File: src/rtl/irq_trap_ctrl.sv
// ---------------------------------------------------------------------------
// irq_trap_ctrl
//
// Interrupt sequencer placed directly upstream of the CSR file in the
// multicycle OTTER core. It synchronises the external interrupt into the clk
// domain and latches it as "pending". At instruction boundaries (instr_done)
// it decides whether to take a trap, gating that decision on mie/mstatus.
// It also sequences MRET.
//
// While a trap or return is in progress, the block:
//   - pulses int_taken or int_ret towards the CSR file,
//   - redirects fetch to mtvec or mepc,
//   - stalls the multicycle FSM in fetch.
//
// Parameters
//   SYNC_STAGES  flops in the ext_irq synchroniser (legal range 2..4)
//   EDGE_TRIG    1 = pending latch set on a rising edge of the synchronised
//                irq; 0 = set whenever the synchronised irq is high
//   CNT_W        width of the taken-trap counter (wraps)
//
// Ports
//   clk             system clock, all state on posedge
//   rst             asynchronous active-low reset
//   ext_irq         external interrupt request (asynchronous to clk)
//   instr_done      multicycle FSM is in the writeback cycle of an instruction
//   mret_exec       completing instruction is MRET (qualified by instr_done)
//   next_pc         PC of next sequential instruction, valid with instr_done
//   mie, mstatus    CSR interrupt enable / global enable
//   mtvec, mepc     CSR trap vector / saved return PC
//   int_taken       one-cycle pulse: trap taken
//   int_ret         one-cycle pulse: return from trap
//   int_epc         PC to save into mepc, valid while int_taken=1
//   redirect_valid  fetch must load redirect_pc this cycle
//   redirect_pc     mtvec during a trap, mepc during a return, else 0
//   cpu_stall       multicycle FSM must hold in fetch
//   irq_pending     pending latch state
//   irq_count       number of traps taken
//   state_dbg       current sequencer state (0 IDLE, 1 TRAP, 2 RET)
//
// Handshake: redirect_valid has no ready. Fetch must accept redirect_pc in
// every cycle where redirect_valid=1. Each such cycle is a single-cycle,
// non-repeating command.
// ---------------------------------------------------------------------------
module irq_trap_ctrl #(
    parameter int SYNC_STAGES = 2,
    parameter int EDGE_TRIG   = 1,
    parameter int CNT_W       = 16
) (
    input  logic             clk,
    input  logic             rst,
    input  logic             ext_irq,
    input  logic             instr_done,
    input  logic             mret_exec,
    input  logic [31:0]      next_pc,
    input  logic             mie,
    input  logic             mstatus,
    input  logic [31:0]      mtvec,
    input  logic [31:0]      mepc,
    output logic             int_taken,
    output logic             int_ret,
    output logic [31:0]      int_epc,
    output logic             redirect_valid,
    output logic [31:0]      redirect_pc,
    output logic             cpu_stall,
    output logic             irq_pending,
    output logic [CNT_W-1:0] irq_count,
    output logic [1:0]       state_dbg
);

    typedef enum logic [1:0] {
        IDLE = 2'd0,
        TRAP = 2'd1,
        RET  = 2'd2
    } state_t;

    state_t                 state;
    logic [SYNC_STAGES-1:0] sync_q;
    logic                   irq_s;
    logic                   irq_s_d;
    logic                   pending;
    logic                   pend_set;
    logic                   take_trap;
    logic                   take_ret;

    assign irq_s = sync_q[SYNC_STAGES-1];

    // Edge mode needs one history flop beyond the synchroniser. Level mode
    // keeps re-setting the latch for as long as the request stays high.
    assign pend_set = (EDGE_TRIG != 0) ? (irq_s & ~irq_s_d) : irq_s;

    // MRET wins over a pending interrupt. The CSR re-enables mstatus on the
    // RET edge, so the interrupt is taken at the next qualifying boundary.
    assign take_ret  = instr_done & mret_exec;
    assign take_trap = instr_done & ~mret_exec & pending & mie & mstatus;

    always_ff @(posedge clk or negedge rst) begin
        if (!rst) begin
            sync_q    <= '0;
            irq_s_d   <= 1'b0;
            pending   <= 1'b0;
            irq_count <= '0;
            int_epc   <= 32'd0;
            state     <= IDLE;
        end else begin
            sync_q  <= {sync_q[SYNC_STAGES-2:0], ext_irq};
            irq_s_d <= irq_s;

            // The clear happens in the int_taken cycle. A new set condition
            // in that same cycle takes priority over the clear.
            pending <= pend_set | (pending & (state != TRAP));

            if (state == TRAP) begin
                irq_count <= irq_count + CNT_W'(1);
            end

            case (state)
                IDLE: begin
                    if (take_ret) begin
                        state <= RET;
                    end else if (take_trap) begin
                        state   <= TRAP;
                        int_epc <= next_pc;
                    end
                end
                TRAP:    state <= IDLE;
                RET:     state <= IDLE;
                default: state <= IDLE;
            endcase
        end
    end

    // Moore outputs are decoded straight from the state register. Because of
    // this, an asynchronous reset drops them in the same instant.
    assign int_taken      = (state == TRAP);
    assign int_ret        = (state == RET);
    assign redirect_valid = (state == TRAP) || (state == RET);
    assign cpu_stall      = (state == TRAP) || (state == RET);
    assign redirect_pc    = (state == TRAP) ? mtvec :
                            (state == RET)  ? mepc  : 32'd0;
    assign irq_pending    = pending;
    assign state_dbg      = state;

endmodule

File: config.mk
export PLATFORM = sky130hd
export DESIGN_NAME = irq_trap_ctrl
export DESIGN_NICKNAME = d
export VERILOG_FILES = /design/src/rtl/irq_trap_ctrl.sv
export SDC_FILE = /design/constraint.sdc
export NUM_CORES = 1
export LEC_CHECK = 0
export BUFFER_PORTS_ARGS = -buffer_cell sky130_fd_sc_hd__buf_4
export CAP_MARGIN = 15
export CELL_PAD_IN_SITES_DETAIL_PLACEMENT = 1
export CELL_PAD_IN_SITES_GLOBAL_PLACEMENT = 2
export CORE_ASPECT_RATIO = 1.5
export CORE_MARGIN = 1
export CORE_UTILIZATION = 22
export DETAILED_ROUTE_END_ITERATION = 12
export PLACE_DENSITY = 0.88
export SLEW_MARGIN = 5
export SYNTH_ARGS = -nofsm -noshare
export SYNTH_HDL_FRONTEND = slang
export SYNTH_SLANG_ARGS = --single-unit
File: constraint.sdc
create_clock -name clk -period 1.8 [get_ports clk]
set_input_delay 0.09 -clock clk [delete_from_list [all_inputs] [get_ports clk]]
set_output_delay 0.09 -clock clk [all_outputs]
set_load 0.005 [all_outputs]
* Yosys cells after proc, flatten, opt, wreduce, memory -nomap -nowiden *
Index checks and enable logic that the tools add are counted.

operators by class
  $add $sub $neg = 1
  multiply operators = 0
  divide/modulo/power cells = 0
  order comparisons = 0
  equality and inequality tests = 4
  shifts and indexed selects = 0
  muxes and demuxes = 5
  bitwise logic cells = 11
  reductions and logical operators = 3

operators by type and width
  kind                   number
  $mux 32                2
  $add 16x1->16 const B  1
  $and 1x1->1            7
  $mux 2                 3
  $ne 3x3->1 const B     1
  $not 1->1              3
  $reduce_and 3->1       1
  $eq 2x1->1 const B     1
  $eq 2x2->1 const B     1
  $logic_not 2->1        1
  $ne 2x1->1 const B     1
  $logic_or 1x1->1       1
  $or 1x1->1             1

storage, ports and cells
  bits in registers = 54
  latch bits = 0
  bits in writable memories = 0
  bits in read-only memories = 0
  input port bits = 103
  output and inout port bits = 87
  word-level logic and storage cells = 30
  memories = 0

* Depth between registers and ports, before layout *
Gate-level depths: netlist (run 1).

  depth in word-level cells = 8
  gate-level depth with buffers = 7
  gate-level depth less buffers = 5

* Least setup slack after synthesis (run 1) *
No wires, ideal clock.

  path kind = reg-to-reg
  start point = reg state[0] (netlist: state_dbg[0])
  end point = reg int_epc[10]
  library setup time = 0.125 ns
  data arrival time = 1.455 ns
  required time = 1.675 ns
  slack = 0.220 ns
  cell stages (with the launch flop) = 6
  buffers on the path = 1
  period minus slack after synthesis = 1.580 ns
  path through = dfrtp_1 inv_1 ha_1 nor3b_4 buf_6 mux2_2

on the way
  longest elaborated chain between the ends = 2

ends and longest elaborated chain
  element                            line  text
  start, declared                    76    state_t state;
  start signal, assigned             103   state <= IDLE;
  start signal, assigned             119   state <= RET;
  start signal, assigned             121   state <= TRAP;
  $logic_not 2->1                    116   case (state)
  $reduce_and 3->1 (no source line)  -
  end signal, assigned               122   int_epc <= next_pc;
  end, declared                      61    output logic [31:0] int_epc,

Every way passes these cells.
A chain may end at the register's enable or synchronous reset.

* Final worst setup path (run 1) *
  start point = reg state[0] (netlist: state_dbg[0])
  end point = reg int_epc[19]

Same word-level chain as after synthesis.

==> reports/qor.csv, run 1 <==
stage,metric,value,unit
timing,finalSetupViolCount,0,
power,pwr_density_cell,1250,nW/µm²
timing,tightest_slew,0.696,ns
routing,highest_layer,met4,
die,initial_core_util,22.6,%
flow_run,cap_viol_max_count,0,
synthesis,synthCells,255,
clock_tree,cts_made_buffers,5,
worst_setup_path,worst-r2r-cell-count,6,
place,place_area,4210,µm²
die,die_w,90.9,µm
cells_and_area,area_growth,75.2,%
routing,drc,0,
hold_path,holdCritStartpoint,next_pc[28],
grt,grtUsageTotal,14.3,%
synthesis,yosys.area.top_type_share,51.8,%
routing,drt_wl_total,9390,µm
timing,fin_skew,0.00867,ns
synthesis,synthDistinctLibCells,25,
synthesis,yosysSeqAreaShare,51.8,%
clock_tree,clk_path_buf_depth,2,
die,die_area,12300,µm²
worst_setup_path,crit_fanout,16,
routing,wl_met1,3220,µm
timing,finalHoldViolCount,0,
grt,grt_pass1_wl,14100,µm
cells_and_area,drive_gt1_share,55.2,%
worst_setup_path,reg2reg_slack,0.08,ns
routing,firstDrtPassIters,2,
cells_and_area,final_area,4570,µm²
routing,drt-wirelength-per-cell,15.6,µm
grt,grt_overflow_total,0,
cells_and_area,nets,557,
synthesis,synth_top_area_cell,dfrtp_1,
clock_tree,clock_sinks,54,
synthesis,ys_ff_latch,54,
worst_setup_path,crit_path_start_kind,register,
grt,antenna_found_initial,0,
clock_tree,path_clk_slew,0.07,ns
cells_and_area,nFillCells,1358,
timing,finalCritPeriodShare,95.6,%
power,p_leak,2.24,nW
clock_tree,clkLatencyLatePin,0.30,ns
synthesis,synth_warnings,0,
worst_setup_path,end_kind,register,
clock_tree,cts_root_buf,clkbuf_16,
worst_setup_path,arrival,1.90,ns
clock_tree,h-tree-depth,2,
place,port_buffers,189,
routing,route.met3.wl,877,µm
routing,detail-route-antenna-nets,0,
routing,vias,2658,
routing,drt-initial-drc-count,42,
timing,max_freq,0.581,GHz
grt,grt_max_degree,55,
synthesis,syn_area_per_cell,10.2,µm²
hold_path,hold_end,int_epc[28]$_DFFE_PN0P_,
timing,relSlewSlack,53.6,%
timing,slew_viol_final,0,
hold_path,hold_path_depth,2,
die,core-area,11500,µm²
routing,post_drt_via_cell_ratio,4.42,
worst_setup_path,r2r_end,int_epc[19]$_DFFE_PN0P_,
cells_and_area,diodes,0,
die,fp.dieH,135,µm
worst_setup_path,r2r_start,state_dbg[0]$_DFFE_PN0P_,
clock_tree,tritoncts,built,
place,gp_congestion,0.705,
synthesis,syn_nets,362,
die,row_count,48,
synthesis,synth_area_leaders,"dfrtp_1 52%, mux2_2 13%, nand2_1 10%",
run_status,status,"complete, no violations",
worst_setup_path,worstPathRequired,1.98,ns
timing,min_period,1.72,ns
synthesis,netlist_area,2610,µm²
grt,grt_pass1_vias,2922,
timing,rsz0062_at_grt,no,
timing,fin_tns_setup,0,ns
routing,wl_met2,5190,µm
power,ir_drop,0.908,mV
die,pin_count,190,
hold_path,hold_path.class,in -> reg,
place,dp_hpwl,6780,µm
worst_setup_path,crit_type,reg -> reg,
-- stage by stage --
step	hold WS (ns)	std cells	util, %	setup slack [ns]	power [mW]
detailed placement	0.187	584	36.5	0.115	4.46
global placement	0.172	584	36.5	0.196	4.33
CTS	0.00214	595	38.6	0.00597	5.66
floorplan	-0.206	255	-	0.220	2.83
global route	0.0112	601	39.7	0.000432	6.10
finish	0.00959	601	39.7	0.0794	5.72
-- cell families after synthesis --
family	Yosys count	synth area share [%]
and+or+nand+nor	93	16.1
DFF	54	51.8
AOI/OAI and AO/OA	35	6.86
muxes	33	14.2
buffers and inverters	21	4.12
xor gates and xnor gates	15	5.03
adders and majority gates	4	1.92
-- worst max path at each step --
stage | start | to | depth (start not counted)
after floorplan | state_dbg[0]$_DFFE_PN0P_ | int_epc[10]$_DFFE_PN0P_ | 5
after global placement | state_dbg[0]$_DFFE_PN0P_ | int_epc[18]$_DFFE_PN0P_ | 5
after CTS | state_dbg[1]$_DFFE_PN0P_ | redirect_pc[27] | 7
final | state_dbg[0]$_DFFE_PN0P_ | int_epc[19]$_DFFE_PN0P_ | 6
after detailed placement | state_dbg[0]$_DFFE_PN0P_ | int_epc[19]$_DFFE_PN0P_ | 5
after global routing | state_dbg[1]$_DFFE_PN0P_ | redirect_pc[27] | 6
-- where the power goes --
part	total, mW	leakage (nW)	switching (mW)	internal, mW
Combinational	2.66	1.49	1.02	1.64
Clock	1.10	0.0760	0.446	0.656
Sequential	1.95	0.676	0.308	1.64
-- layer usage --
metal	vias to the layer above	GRT usage, %
met2	139	27.8
met4	0	4.23
li1	1245	-
met3	5	4.43
met1	1269	14.5
met5	-	0
-- Yosys cell counts --
master / count
nor3b_4: 1
mux2_1: 4
buf_6: 3
mux2_2: 29
xnor2_1: 6
buf_4: 1
o21ai_0: 32
nand4_2: 3
clkbuf_1: 7
nor4_1: 4
buf_2: 2
nor2_1: 2
o22ai_1: 1
nand2_1: 72
xor2_1: 9
nor3_1: 4
a21boi_0: 1
nand4_1: 3
inv_1: 6
nand3_1: 3
dfrtp_1: 54
a21oi_1: 1
buf_1: 2
ha_1: 4
and3_1: 1
-- timing repair --
action | in CTS | in global routing
hold buffers | 2 | 0
cloned | 1 | 4
setup buffers | 0 | 2
setup endpoints to repair | 10 | 57
resized for setup | 4 | 10
hold endpoints to repair | 55 | 0
-- worst max-delay path, cell delays in order, from the launching register on --
cell and delay, ns:
dfrtp_2 0.44, inv_2 0.11, ha_2 0.20, nor3b_4 0.17, buf_4 0.18, buf_12 0.17
mux2_2 0.35
-- layout by cell type (no fill, tap or decap), types with 2 or more instances in the layout --
master         instances
nand3_1                3
mux2_1                 4
mux2_2                29
nor2_1                 2
inv_2                  2
nand4_1                3
clkinvlp_4             2
nor3_1                 4
dfrtp_1               52
o21ai_1                3
nand4_2                3
dlygate4sd3_1          2
xnor2_1                6
nand2_1               72
o21ai_0               29
buf_12                 4
ha_4                   2
clkbuf_16              8
buf_4                192
nor4_1                 4
xor2_1                 9
dfrtp_2                2
inv_1                  4
-- flip-flops by register name, indices dropped and copies added (netlist names) --
| register | cells |
|---|---|
| state_dbg | 2 |
| irq_count | 16 |
| irq_s_d | 1 |
| sync_q | 2 |
| int_epc | 32 |
| irq_pending | 1 |
-- cell type report --
class / instances / area, µm² / share of cell area [%]
multi-input cells: 180 / 1180 / 25.8
inverters: 6 / 22.5 / 0.492
repair buffers: 203 / 1660 / 36.3
clock inverters: 3 / 45.0 / 0.985
clock buffers: 5 / 125 / 2.74
well taps: 150 / 188 / 4.10
flip-flops and latches: 54 / 1350 / 29.6
(Power assumes the default switching activity.)
==> run 2, diff against run 1 <==
--- a/config.mk
+++ b/config.mk
@@ -14,6 +14,7 @@
 export CORE_UTILIZATION = 22
 export DETAILED_ROUTE_END_ITERATION = 12
 export PLACE_DENSITY = 0.88
+export SETUP_SLACK_MARGIN = 0.2
 export SLEW_MARGIN = 5
 export SYNTH_ARGS = -nofsm -noshare
 export SYNTH_HDL_FRONTEND = slang
==> run 2 against run 1 <==
Against the previous run: clock power is essentially flat; sequential share of layout area fell by 4.4 points; combinational power up 40%; utilization is 6.8 points higher; register-to-register slack gained 0.05 ns; clock-buffer cell count unchanged; global-route usage increased by 2.5 points; largest cell class unchanged; highest routed layer unchanged.
==> reports/qor.csv, run 2 (synthesis results as in run 1) <==
stage,metric,value,unit,change
run_status,status,"complete, no violations",,
cells_and_area,nFillCells,1290,,-5.0%
timing,rsz0062_at_grt,yes,,
grt,grt_overflow_total,0,,unchanged
flow_run,cap_viol_max_count,0,,unchanged
die,fp.dieH,135,µm,unchanged
place,dp_hpwl,6780,µm,unchanged
worst_setup_path,worst-r2r-cell-count,7,,+1
clock_tree,clk_path_buf_depth,2,,unchanged
place,port_buffers,189,,unchanged
hold_path,hold_path.class,in -> reg,,
die,initial_core_util,22.6,%,unchanged
timing,tightest_slew,0.700,ns,+0.00372 ns
routing,firstDrtPassIters,4,,+2
grt,grt_pass1_wl,16200,µm,+15%
cells_and_area,mostFrequentLayoutCells,"201 x buf_4, 53 x nand2_1, 53 x dfrtp_1",,
worst_setup_path,path_depth,8,,+2
worst_setup_path,crit_path_cell_trace,inv_2 -> buf_12 -> ha_4 -> buf_6 -> buf_16 -> nand2_4 -> o21ai_2 -> buf_4,,
cells_and_area,largest_register_ffs,32,,unchanged
timing,slew_viol_final,0,,unchanged
timing,finalCritPeriodShare,95.3,%,-0.25 points
grt,grtUsageTotal,16.8,%,+2.5 points
grt,grt_pass1_vias,3177,,+8.7%
timing,fin_skew,0.00955,ns,+0.000878 ns
worst_setup_path,slowest_stage,dfrtp_1,,
die,core-area,11500,µm²,unchanged
clock_tree,cts_made_buffers,5,,unchanged
die,die_area,12300,µm²,unchanged
timing,finalSetupViolCount,0,,unchanged
clock_tree,tritoncts,built,,
place,dp_slack,0.115,ns,unchanged
place,place_area,4210,µm²,unchanged
cells_and_area,layout_commonest_cell,buf_4,,
worst_setup_path,crit_fanout,8,,-8
worst_setup_path,cp_top_family,buffers and inverters,,
worst_setup_path,max_stage_delay,0.39,ns,-0.05 ns
timing,fin_tns_setup,0,ns,unchanged
cells_and_area,top_register,int_epc,,
routing,drc,0,,unchanged
power,pwr_density_cell,1270,nW/µm²,+1.8%
timing,finalHoldViolCount,0,,unchanged
timing,fin_ws,0.0839,ns,+0.00452 ns
routing,drt-wirelength-per-cell,17.5,µm,+12%
clock_tree,clock_sinks,54,,unchanged
timing,max_freq,0.583,GHz,+0.26%
grt,antenna_found_initial,0,,unchanged
clock_tree,cts_root_buf,clkbuf_16,,
timing,min_period,1.72,ns,-0.00452 ns
place,gp_congestion,0.705,,unchanged
worst_setup_path,critPathBufInv,5,,+2
die,pin_count,190,,unchanged
routing,drt_wl_total,10900,µm,+17%
worst_setup_path,crit_type,reg -> out,,
routing,drt-initial-drc-count,51,,+21%
die,die_w,90.9,µm,unchanged
worst_setup_path,arrival,1.63,ns,-0.27 ns
cells_and_area,diodes,0,,unchanged
cells_and_area,drive_gt1_share,69.1,%,+14 points
routing,post_drt_via_cell_ratio,4.58,,+3.5%
cells_and_area,reg_top3,"int_epc: 32 flops, irq_count: 16 flops",,
clock_tree,h-tree-depth,2,,unchanged
grt,grt_max_degree,55,,unchanged
power,p_leak,2.70,nW,+20%
timing,relSlewSlack,53.3,%,-0.25 points
clock_tree,path_clk_slew,0.07,ns,about the same
worst_setup_path,crit_path_start_kind,register,,
worst_setup_path,end_kind,primary output,,
worst_setup_path,worstPathRequired,1.71,ns,-0.27 ns
routing,detail-route-antenna-nets,0,,unchanged
cells_and_area,nets,581,,+4.3%
cells_and_area,final_area,5360,µm²,+17%
power,ir_drop,0.938,mV,+3.3%
clock_tree,clkLatencyLatePin,0.30,ns,about the same
cells_and_area,area_growth,105,%,
hold_path,hold_path_depth,2,,unchanged
routing,vias,2860,,+7.6%
die,row_count,48,,unchanged
[run 2: cell types whose count changed in the layout (fill, tap and decap cells not counted), moves of 9 or more]
cell | previous run | this run
mux2_4 | 0 | 32
o21ai_0 | 29 | 0
mux2_2 | 29 | 1
o21ai_2 | 0 | 25
nand2_1 | 72 | 53
nand2_2 | 0 | 12
buf_16 | 0 | 9
buf_4 | 192 | 201
[run 2: metrics by stage]
step | util [%] | hold WS [ns] | total power [mW] | instances
floorplan | - | -0.206 | 2.83 | 255
global placement | 36.5 | 0.172 | 4.33 | 584
detailed placement | 36.5 | 0.187 | 4.46 | 584
CTS | 43.2 | 0.0163 | 6.48 | 617
global route | 46.5 | 0.0179 | 7.20 | 625
finish | 46.5 | 0.0225 | 6.82 | 625
[run 2: final cells by class]
type / count / area (µm²) / share of cell area, %
Timing Repair Buffer: 227 / 2030 / 38.0
Multi-Input combinational cell: 180 / 1590 / 29.7
Sequential cell: 54 / 1350 / 25.2
Tap cell: 150 / 188 / 3.50
Clock buffer: 5 / 125 / 2.33
Clock inverter: 3 / 45.0 / 0.841
Inverter: 6 / 25.0 / 0.467
[run 2: final timing paths]
| check | from | end | slack [ns] |
|---|---|---|---|
| worst max-delay path | state_dbg[0]$_DFFE_PN0P_ | redirect_pc[9] | 0.08 |
| worst min-delay path | next_pc[18] | int_epc[18]$_DFFE_PN0P_ | 0.02 |
| worst max register to register | state_dbg[0]$_DFFE_PN0P_ | int_epc[19]$_DFFE_PN0P_ | 0.13 |
| worst min register to register | sync_q[0]$_DFF_PN0_ | sync_q[1]$_DFF_PN0_ | 0.36 |
| max in group asynchronous | rst | state_dbg[1]$_DFFE_PN0P_ | 0.92 |
| min in group asynchronous | rst | int_epc[8]$_DFFE_PN0P_ | 0.39 |
[run 2: what timing repair did]
| item | CTS | global route |
|---|---|---|
| cloned | 9 | 3 |
| endpoints found under the hold margin | 55 | 0 |
| pin swaps | 12 | 17 |
| hold buffers | 2 | 0 |
| setup buffers | 14 | 5 |
| resized for setup | 97 | 63 |
| setup endpoints to repair | 67 | 74 |
[run 2: report_power, final]
group	internal (mW)	leakage, nW	switching (mW)
combinational	2.34	1.94	1.38
clock	0.657	0.0760	0.453
sequential	1.64	0.678	0.346
total	4.64	2.70	2.18
[run 2: metal layers]
layer	global-route usage, %	share of wire [%]	wire, µm
met2	34.3	58	6330
met3	4.43	8.2	901
met1	16.4	33	3620
met4	4.32	0.88	96
met5	0	0	0
